[src/rtl/btn_event_arbiter_if.sv]
// Event channel between btn_event_arbiter and its consumer.
// Handshake: the master raises evt_valid with evt_id; both stay stable until
// a rising edge samples evt_valid & evt_ready, at which point the event is
// transferred. The consumer may drive evt_ready freely (it may depend on
// evt_valid); the producer never withdraws an offered event.
interface btn_event_arbiter_if #(
  parameter int ID_W = 2
) ();
  logic            evt_valid;
  logic [ID_W-1:0] evt_id;
  logic            evt_ready;

  modport master (output evt_valid, output evt_id, input evt_ready);
  modport slave  (input evt_valid, input evt_id, output evt_ready);
endinterface

[src/rtl/btn_event_arbiter.sv]
// btn_event_arbiter: debounces N_BTN push-buttons with release-triggered
// settle counters, latches each debounced release as a pending event and
// serialises pending events round-robin onto one valid/ready channel.
// Optional macro BTN_ARB_SYNC_EN adds a 2-flop synchroniser on btn
// (adds exactly 2 cycles to every release-to-event latency).
module btn_event_arbiter #(
  parameter int N_BTN  = 4,
  parameter int CNT_W  = 8,
  parameter int SETTLE = 255,
  parameter int ID_W   = 2
) (
  input  logic                clk,
  input  logic                rst,
  input  logic [N_BTN-1:0]    btn,
  btn_event_arbiter_if.master evt,
  output logic [N_BTN-1:0]    ovf,
  input  logic                ovf_clr
);

  logic [N_BTN-1:0] btn_s;
  logic [N_BTN-1:0] rel;
  logic [N_BTN-1:0] pending;
  logic [N_BTN-1:0] grant_vec;
  logic [ID_W-1:0]  grant_idx;
  logic [ID_W-1:0]  rr_ptr;
  logic             found;
  logic             slot_free;

`ifdef BTN_ARB_SYNC_EN
  logic [N_BTN-1:0] sync_q1;
  logic [N_BTN-1:0] sync_q2;

  // Two-flop synchroniser for asynchronous board inputs.
  always_ff @(posedge clk or negedge rst) begin
    if (!rst) begin
      sync_q1 <= '0;
      sync_q2 <= '0;
    end else begin
      sync_q1 <= btn;
      sync_q2 <= sync_q1;
    end
  end

  assign btn_s = sync_q2;
`else
  assign btn_s = btn;
`endif

  // One settle counter per button; the release pulse fires when it reaches 1.
  for (genvar g = 0; g < N_BTN; g++) begin : g_btn
    logic [CNT_W-1:0] cnt;

    // Reload while held, count down after release, park at zero.
    always_ff @(posedge clk or negedge rst) begin
      if (!rst) begin
        cnt <= '0;
      end else if (btn_s[g]) begin
        cnt <= CNT_W'(SETTLE);
      end else if (cnt != '0) begin
        cnt <= cnt - 1'b1;
      end
    end

    assign rel[g] = ~btn_s[g] & (cnt == CNT_W'(1));
  end

  // The slot can take a new event when empty or when it is being consumed now.
  assign slot_free = ~evt.evt_valid | evt.evt_ready;

  // Round-robin search starting just after the last granted button.
  always_comb begin
    int idx;
    idx       = 0;
    found     = 1'b0;
    grant_idx = '0;
    grant_vec = '0;
    for (int k = 1; k <= N_BTN; k++) begin
      idx = int'(rr_ptr) + k;
      if (idx >= N_BTN) idx = idx - N_BTN;
      if (!found && ((pending & (N_BTN'(1) << idx)) != '0)) begin
        found     = 1'b1;
        grant_idx = ID_W'(idx);
        if (slot_free) grant_vec = N_BTN'(1) << idx;
      end
    end
  end

  // Pending events and sticky overflow flags; a new release beats a grant
  // and a new overflow beats ovf_clr.
  always_ff @(posedge clk or negedge rst) begin
    if (!rst) begin
      pending <= '0;
      ovf     <= '0;
    end else begin
      pending <= (pending & ~grant_vec) | rel;
      ovf     <= (ovf_clr ? '0 : ovf) | (rel & pending & ~grant_vec);
    end
  end

  // Output slot and round-robin pointer; slot holds while backpressured.
  always_ff @(posedge clk or negedge rst) begin
    if (!rst) begin
      evt.evt_valid <= 1'b0;
      evt.evt_id    <= '0;
      rr_ptr        <= ID_W'(N_BTN - 1);
    end else if (slot_free) begin
      if (found) begin
        evt.evt_valid <= 1'b1;
        evt.evt_id    <= grant_idx;
        rr_ptr        <= grant_idx;
      end else begin
        evt.evt_valid <= 1'b0;
      end
    end
  end

endmodule

[src/flat_wrapper.sv]
// flat-port wrapper written by rule: the top's interface ports become plain ports
module btn_event_arbiter_flat 
#(
  parameter int N_BTN  = 4,
  parameter int CNT_W  = 8,
  parameter int SETTLE = 255,
  parameter int ID_W   = 2
)
  (clk, rst, btn, ovf, ovf_clr, evt_evt_valid, evt_evt_id, evt_evt_ready);
  btn_event_arbiter_if #(.ID_W(ID_W)) evt_i ();
  input  logic clk;
  input  logic rst;
  input  logic [N_BTN-1:0] btn;
  output logic [N_BTN-1:0] ovf;
  input  logic ovf_clr;
  output wire logic [$bits(evt_i.evt_valid)-1:0] evt_evt_valid;
  output wire logic [$bits(evt_i.evt_id)-1:0] evt_evt_id;
  input wire logic [$bits(evt_i.evt_ready)-1:0] evt_evt_ready;
  assign evt_evt_valid = evt_i.evt_valid;
  assign evt_evt_id = evt_i.evt_id;
  assign evt_i.evt_ready = evt_evt_ready;
  btn_event_arbiter #(.N_BTN(N_BTN), .CNT_W(CNT_W), .SETTLE(SETTLE), .ID_W(ID_W)) u_core (.clk(clk), .rst(rst), .btn(btn), .evt(evt_i), .ovf(ovf), .ovf_clr(ovf_clr));
endmodule
[config.mk]
export PLATFORM = sky130hd
export DESIGN_NAME = btn_event_arbiter_flat
export DESIGN_NICKNAME = d
export VERILOG_FILES = /design/src/rtl/btn_event_arbiter_if.sv /design/src/rtl/btn_event_arbiter.sv /design/src/flat_wrapper.sv
export SDC_FILE = /design/constraint.sdc
export NUM_CORES = 1
export LEC_CHECK = 0
export ABC_CLOCK_PERIOD_IN_PS = 4360
export BUFFER_PORTS_ARGS = -buffer_cell sky130_fd_sc_hd__buf_2
export CAP_MARGIN = 20
export CORE_ASPECT_RATIO = 0.75
export CORE_MARGIN = 8
export CORE_UTILIZATION = 65
export CTS_CLUSTER_DIAMETER = 100
export CTS_CLUSTER_SIZE = 16
export DETAILED_ROUTE_END_ITERATION = 10
export PLACE_DENSITY = 0.92
export SYNTH_ARGS = -nofsm -noshare
export SYNTH_HDL_FRONTEND = slang
export SYNTH_SLANG_ARGS = --single-unit
export TNS_END_PERCENT = 1
[constraint.sdc]
create_clock -name clk -period 4.36 [get_ports clk]
set_clock_uncertainty 0.2 [all_clocks]
set_input_delay 0.218 -clock clk [delete_from_list [all_inputs] [get_ports clk]]
set_output_delay 0.218 -clock clk [all_outputs]
set_load 0.05 [all_outputs]
# Word-level counts from Yosys, hierarchy flattened
# Cells that the tools add are included.
[totals]
reg_bits = 45
inputBits = 8
wordCells = 102
[op_classes]
n_addsub = 12
n_lt_le_gt_ge = 4
n_eq_ne = 4
n_shift = 4
mux = 30
bitwise_logic = 20
n_reduce_logical = 19
[ops]
columns = ["cell", "n"]
rows = [
  [">= comparator 32 x 4 -> 1 bit (second input constant)", 4],
  ["2-to-1 mux 32 bit", 4],
  ["left shift 1 x 32 -> 4 bit (first input constant)", 4],
  ["subtractor 32 x 4 -> 32 bit (second input constant)", 4],
  ["2-to-1 mux 8 bit", 8],
  ["2-to-1 mux 4 bit", 9],
  ["== test 8 x 1 -> 1 bit (second input constant)", 4],
  ["nonzero test 8 bit", 4],
  ["subtractor 8 x 1 -> 8 bit (second input constant)", 4],
  ["bitwise AND 4 bit", 7],
  ["nonzero test 4 bit", 4],
  ["2-to-1 mux 2 bit", 4],
  ["OR 4 bit", 2],
  ["nonzero test 2 bit", 4],
  ["adder 2 x 2 -> 3 bit (second input constant)", 2],
  ["2-to-1 mux 1 bit", 5],
  ["NOT 1 bit", 5],
  ["adder 2 x 3 -> 4 bit (second input constant)", 1],
  ["bitwise AND 1 bit", 4],
  ["NOT 4 bit", 1],
  ["adder 2 x 1 -> 3 bit (second input constant)", 1],
  ["logical AND 1 bit", 3],
  ["logical NOT 1 bit", 3],
  ["AND reduction 2 bit", 1],
  ["OR 1 bit", 1],
]

# Logic depth before layout (Yosys ltp)
[logic_depth]
ltp_word = 19
depth_mapped = 9
mapped_depth_nobuf = 7

# Least setup slack after synthesis
# Ideal clock, no wire load.
[synth_timing]
path_type = "register to register"
from = "register u_core.rr_ptr[1]"
to = "register u_core.evt.evt_id[0]"
arrival_time_ns = 2.257
slack_ns = 1.778
stages_incl_launch_ff = 8
path_buffers = 0
synth_period_minus_slack_ns = 2.582
cell_sequence = "dfstp_2 > inv_1 > ha_1 > a222oi_1 > nand2_1 > o41ai_2 > inv_2 > mux2_4"
[synth_via]
elab_chain_len = 17
elab_cells_between_ends = 43
classes_between = "add/sub: 8; order compare: 4; shift: 4; mux: 12; bitwise: 4; reduce/logical: 11"
[synth_lines]
columns = ["element", "line", "text"]
rows = [
  ["start: declaration", "btn_event_arbiter.sv:25", "logic [ID_W-1:0] rr_ptr;"],
  ["start signal: assignment", "btn_event_arbiter.sv:105", "rr_ptr <= ID_W'(N_BTN - 1);"],
  ["start signal: assignment", "btn_event_arbiter.sv:110", "rr_ptr <= grant_idx;"],
  ["adder 2 x 1 -> 3 bit", "btn_event_arbiter.sv:78", "idx = int'(rr_ptr) + k;"],
  ["subtractor 32 x 4 -> 32 bit or >= comparator 32 x 4 -> 1 bit (tied branches)", "btn_event_arbiter.sv:79", "if (idx >= N_BTN) idx = idx - N_BTN;"],
  ["2-to-1 mux 32 bit", "btn_event_arbiter.sv:79", ""],
  ["left shift 1 x 32 -> 4 bit", "btn_event_arbiter.sv:80", "if (!found && ((pending & (N_BTN'(1) << idx)) != '0)) begin"],
  ["bitwise AND 4 bit", "btn_event_arbiter.sv:80", ""],
  ["nonzero test 4 bit", "btn_event_arbiter.sv:80", ""],
  ["2-to-1 mux 1 bit", "btn_event_arbiter.sv:80", ""],
  ["logical NOT 1 bit", "btn_event_arbiter.sv:80", ""],
  ["logical AND 1 bit", "btn_event_arbiter.sv:80", ""],
  ["2-to-1 mux 1 bit", "btn_event_arbiter.sv:80", ""],
  ["logical NOT 1 bit", "btn_event_arbiter.sv:80", ""],
  ["logical AND 1 bit", "btn_event_arbiter.sv:80", ""],
  ["2-to-1 mux 1 bit", "btn_event_arbiter.sv:80", ""],
  ["logical NOT 1 bit", "btn_event_arbiter.sv:80", ""],
  ["logical AND 1 bit", "btn_event_arbiter.sv:80", ""],
  ["2-to-1 mux 1 bit", "btn_event_arbiter.sv:80", ""],
  ["AND reduction 2 bit (no source line)", "-", ""],
  ["end signal: assignment", "btn_event_arbiter.sv:109", "evt.evt_id <= grant_idx;"],
  ["end: declaration", "btn_event_arbiter_if.sv:13", "modport master (output evt_valid, output evt_id, input evt_ready);"],
]
# Several ways; a longest one is shown, not always the timed one.
# A chain may end at the register's enable or synchronous reset.

# Final worst setup path
[layout_timing]
from = "register u_core.rr_ptr[1]"
to = "register u_core.pending[3]"
[layout_via]
elab_chain_len = 19
elab_cells_between_ends = 48
classes_between = "add/sub: 8; order compare: 4; shift: 4; mux: 15; bitwise: 7; reduce/logical: 10"
[layout_lines]
columns = ["element", "line", "text"]
rows = [
  ["adder 2 x 1 -> 3 bit", "btn_event_arbiter.sv:78", ""],
  ["subtractor 32 x 4 -> 32 bit or >= comparator 32 x 4 -> 1 bit (tied branches)", "btn_event_arbiter.sv:79", ""],
  ["2-to-1 mux 32 bit", "btn_event_arbiter.sv:79", ""],
  ["left shift 1 x 32 -> 4 bit", "btn_event_arbiter.sv:80, btn_event_arbiter.sv:83", ""],
  ["bitwise AND 4 bit", "btn_event_arbiter.sv:80", ""],
  ["nonzero test 4 bit", "btn_event_arbiter.sv:80", ""],
  ["2-to-1 mux 1 bit", "btn_event_arbiter.sv:80", ""],
  ["logical NOT 1 bit", "btn_event_arbiter.sv:80", ""],
  ["[3 not listed]", "-", ""],
  ["logical AND 1 bit", "btn_event_arbiter.sv:80", ""],
  ["2-to-1 mux 1 bit", "btn_event_arbiter.sv:80", ""],
  ["logical NOT 1 bit", "btn_event_arbiter.sv:80", ""],
  ["logical AND 1 bit", "btn_event_arbiter.sv:80", ""],
  ["2-to-1 mux 4 bit *", "btn_event_arbiter.sv:80", ""],
  ["NOT 4 bit *", "btn_event_arbiter.sv:95", "pending <= (pending & ~grant_vec) | rel;"],
  ["bitwise AND 4 bit *", "btn_event_arbiter.sv:95", ""],
  ["OR 4 bit *", "btn_event_arbiter.sv:95", ""],
  ["end signal: assignment", "btn_event_arbiter.sv:95", ""],
  ["end: declaration", "btn_event_arbiter.sv:22", "logic [N_BTN-1:0] pending;"],
]
# Every way passes the cells marked *; elsewhere a longest branch is shown, timed or not.

==> flow_summary.yaml <==
logic_synthesis:
  synth_area_um2: 2630
  synthCells: 279
  async_reset_ff_share_pct: 100
  synth-seq-cells: 45
  synth-main-ff-cell: "dfrtp_1"
  yosys_warnings: 0
  synth_edf_count: 0
  avgSynthCellArea_um2: 9.43
  ys_seq_area_share_pct: 42.9
  syn-num-nets: 302
  synthDistinctLibCells: 49
critical_path:
  path_cells: "inv_1, ha_1, a222oi_1, and2_1, a21oi_1, a211oi_1, o21ai_0"
  cp_slowest_cell: "dfstp_2"
  timing.rr.start: "u_core.rr_ptr[1]$_DFFE_PN1P_"
  arrival_ns: 2.97
  crit_path_end_kind: "register"
  r2r_slack_ns: 1.37
  critPathLaunchType: "register"
  cpPeakStageDelay_ns: 0.60
  reg2regPathDepth: 7
  worstSetupStartpoint: "u_core.rr_ptr[1]$_DFFE_PN1P_"
  worst_ep_required_time_ns: 4.34
  r2r_end: "u_core.pending[3]$_DFF_PN0_"
  crit_end: "u_core.pending[3]$_DFF_PN0_"
  crit_type: "reg2reg"
  cp_max_fo: 9
route:
  routed-via-count: 2165
  drt_first_pass_iters: 5
  drt-total-wl_um: 5510
  ant_nets: 0
  wl_per_cell_um: 15.4
  drc_errors: 0
  vias_per_cell: 6.06
  drt_iter0_drc: 243
clocking:
  h-tree-depth: 2
  numCtsBuffers: 5
  cts-root-buf: "clkbuf_8"
  post_cts.repair.setup_buffers: 0
  clkSinkCount: 45
  clk_path_buf_depth: 2
  clk_pin_slew_ns: 0.09
  clock_latency_ns: 0.30
  cts_hold_buf: 4
  cts_tree: "yes"
  cts_resized: 0
hold_path:
  worstHoldPathCells: 2
  min_from: "btn[0]"
  hold_class: "in2reg"
finish:
  finalNetCount: 324
  diodes: 0
  drive_above_1_share_pct: 10.3
  post-route-util_pct: 73.6
  fin_cells: 357
  syn2layout_area_growth_pct: 11.3
die:
  die_h_um: 71.1
  start_util_pct: 66.1
  dieWidth_um: 89.5
  die-area_um2: 6360
  core_um2: 3980
  num_io_pins: 15
  num_rows: 20
timing:
  post-route-min-period_ns: 2.99
  finalHoldViolations: 0
  rsz0062_at_grt: "no"
  fmax_mhz: 334
  setup_viol: 0
  period_share_pct: 68.6
  maxSlewViolCount: 0
  worst_slew_pin_slew_ns: 0.807
  relSlewSlack_pct: 44.8
  setup-tns-final_ns: 0
  holdWs_ns: 0.0197
placement:
  place.gp.congestion: 0.919
  dp_cells: 344
  io_buffers: 14
  dp_hpwl_um: 3820
pwr:
  powerDensity_nw_per_um2: 276
  power_uw: 807
  p_leak_uw: 0.00111
  peakVddDrop_uv: 286
global_route:
  grt_pass1_vias: 2019
  grt_usage_pct: 18.6
  antenna_found_initial: 0
  grt_max_degree: 46
  gr-total-overflow: 0
  grt_pass1_wl_um: 9450
outcome:
  status: "completed"
flow_run:
  cap_violations: 0
## sequential cells by signal, indices dropped and copies added (netlist names)
register,flops
u_core.evt.evt_id,2
u_core.evt.evt_valid,1
u_core.g_btn.cnt,32
u_core.ovf,4
u_core.pending,4
u_core.rr_ptr,2
## cell usage after synthesis (2+ instances only)
cell type,number,area [um^2]
dfrtp_1,43,1080
nand2_1,33,124
inv_1,21,78.8
a21oi_1,20,100
ha_1,15,188
nand2b_1,15,93.8
o21ai_0,13,65.1
xnor2_1,12,105
or3_1,9,56.3
nor3_1,8,40.0
nand3_1,7,35.0
nor2_1,7,26.3
o31ai_1,7,52.6
a2111oi_0,6,52.6
and2_1,5,31.3
a22oi_1,4,30.0
xor2_1,4,35.0
a211oi_1,3,22.5
nand3b_1,3,22.5
nor3b_1,3,22.5
o211ai_1,3,22.5
a222oi_1,2,20.0
a311oi_1,2,17.5
clkbuf_1,2,7.51
dfstp_2,2,52.6
nand4_1,2,12.5
nor2b_1,2,12.5
nor4_1,2,12.5
nor4b_1,2,17.5
o22ai_1,2,12.5
o311ai_0,2,17.5
## power by group
part           internal (uW)  leakage [uW]  switching (uW)
logic                   21.7      0.000594            29.9
registers                426      0.000464            10.5
clock network            172     0.0000554             147
## cells in the final DEF (no fill, tap or decap), types with 3 or more instances in the layout
cell type	n
a2111oi_0	6
a211oi_1	3
a21oi_1	20
a22oi_1	4
and2_1	5
buf_2	14
clkbuf_8	5
dfrtp_1	43
dlygate4sd3_1	4
ha_1	15
inv_1	21
nand2_1	33
nand2b_1	15
nand3_1	7
nand3b_1	3
nor2_1	7
nor3_1	8
nor3b_1	3
o211ai_1	3
o21ai_0	13
o31ai_1	7
or3_1	9
xnor2_1	12
xor2_1	4
## logic make-up (layout without fill, tap and decap cells)
group / Yosys count / in the layout / synth area share (%)
compound gates: 75 / 75 / 19.8
xor+xnor: 16 / 16 / 5.33
flops: 45 / 45 / 42.9
simple gates: 101 / 101 / 20.4
buf+inv: 26 / 49 / 3.90
fa+ha+maj: 15 / 15 / 7.13
mux: 1 / 1 / 0.570
## how the worst min path moves through the flow
stage / end / slack (ns)
after floorplan: u_core.evt.evt_id[0]$_DFFE_PN0P_ / -0.28
after global placement: u_core.g_btn[0].cnt[6]$_DFFE_PN0P_ / 0.23
after detailed placement: u_core.g_btn[0].cnt[6]$_DFFE_PN0P_ / 0.24
after CTS: u_core.g_btn[0].cnt[3]$_DFFE_PN0P_ / 0.009
after global routing: u_core.g_btn[0].cnt[7]$_DFFE_PN0P_ / 0.01
final: u_core.g_btn[0].cnt[3]$_DFFE_PN0P_ / 0.02
## metal layers
metal | up-vias | GRT usage (%) | wire (um)
li1 | 1057 | - | -
met1 | 1022 | 25.3 | 2510
met2 | 74 | 27.9 | 2580
met3 | 12 | 4.86 | 348
met4 | 0 | 5.70 | 67
met5 | - | 0 | 0
## metrics by stage
| step | worst slack, ns | area (um^2) |
|---|---|---|
| 4_1_cts | 1.47 | 2900 |
| 5_1_grt | 1.17 | 2930 |
| 3_3_place_gp | 1.50 | 2750 |
| 2_1_floorplan | 1.78 | 2630 |
| 6_report | 1.37 | 2930 |
| 3_5_place_dp | 1.48 | 2750 |
## worst max-delay path: cells and delay by family (launching register included)
kind / cells / cell delay, ns
compound gates: 4 / 1.23
fa+ha+maj: 1 / 0.28
simple gates: 1 / 0.44
buf+inv: 1 / 0.11
flops: 1 / 0.60
## cell type report
class                   count  area, um^2
multi-input cells         208        1400
flip-flops and latches     45        1130
clock inverters             2        38.8
repair buffers             19         138
fillers                   271        1050
inverters                  22        82.6
well taps                  55        68.8
clock buffers               6        72.6
Power figures use the tool's default switching activity.
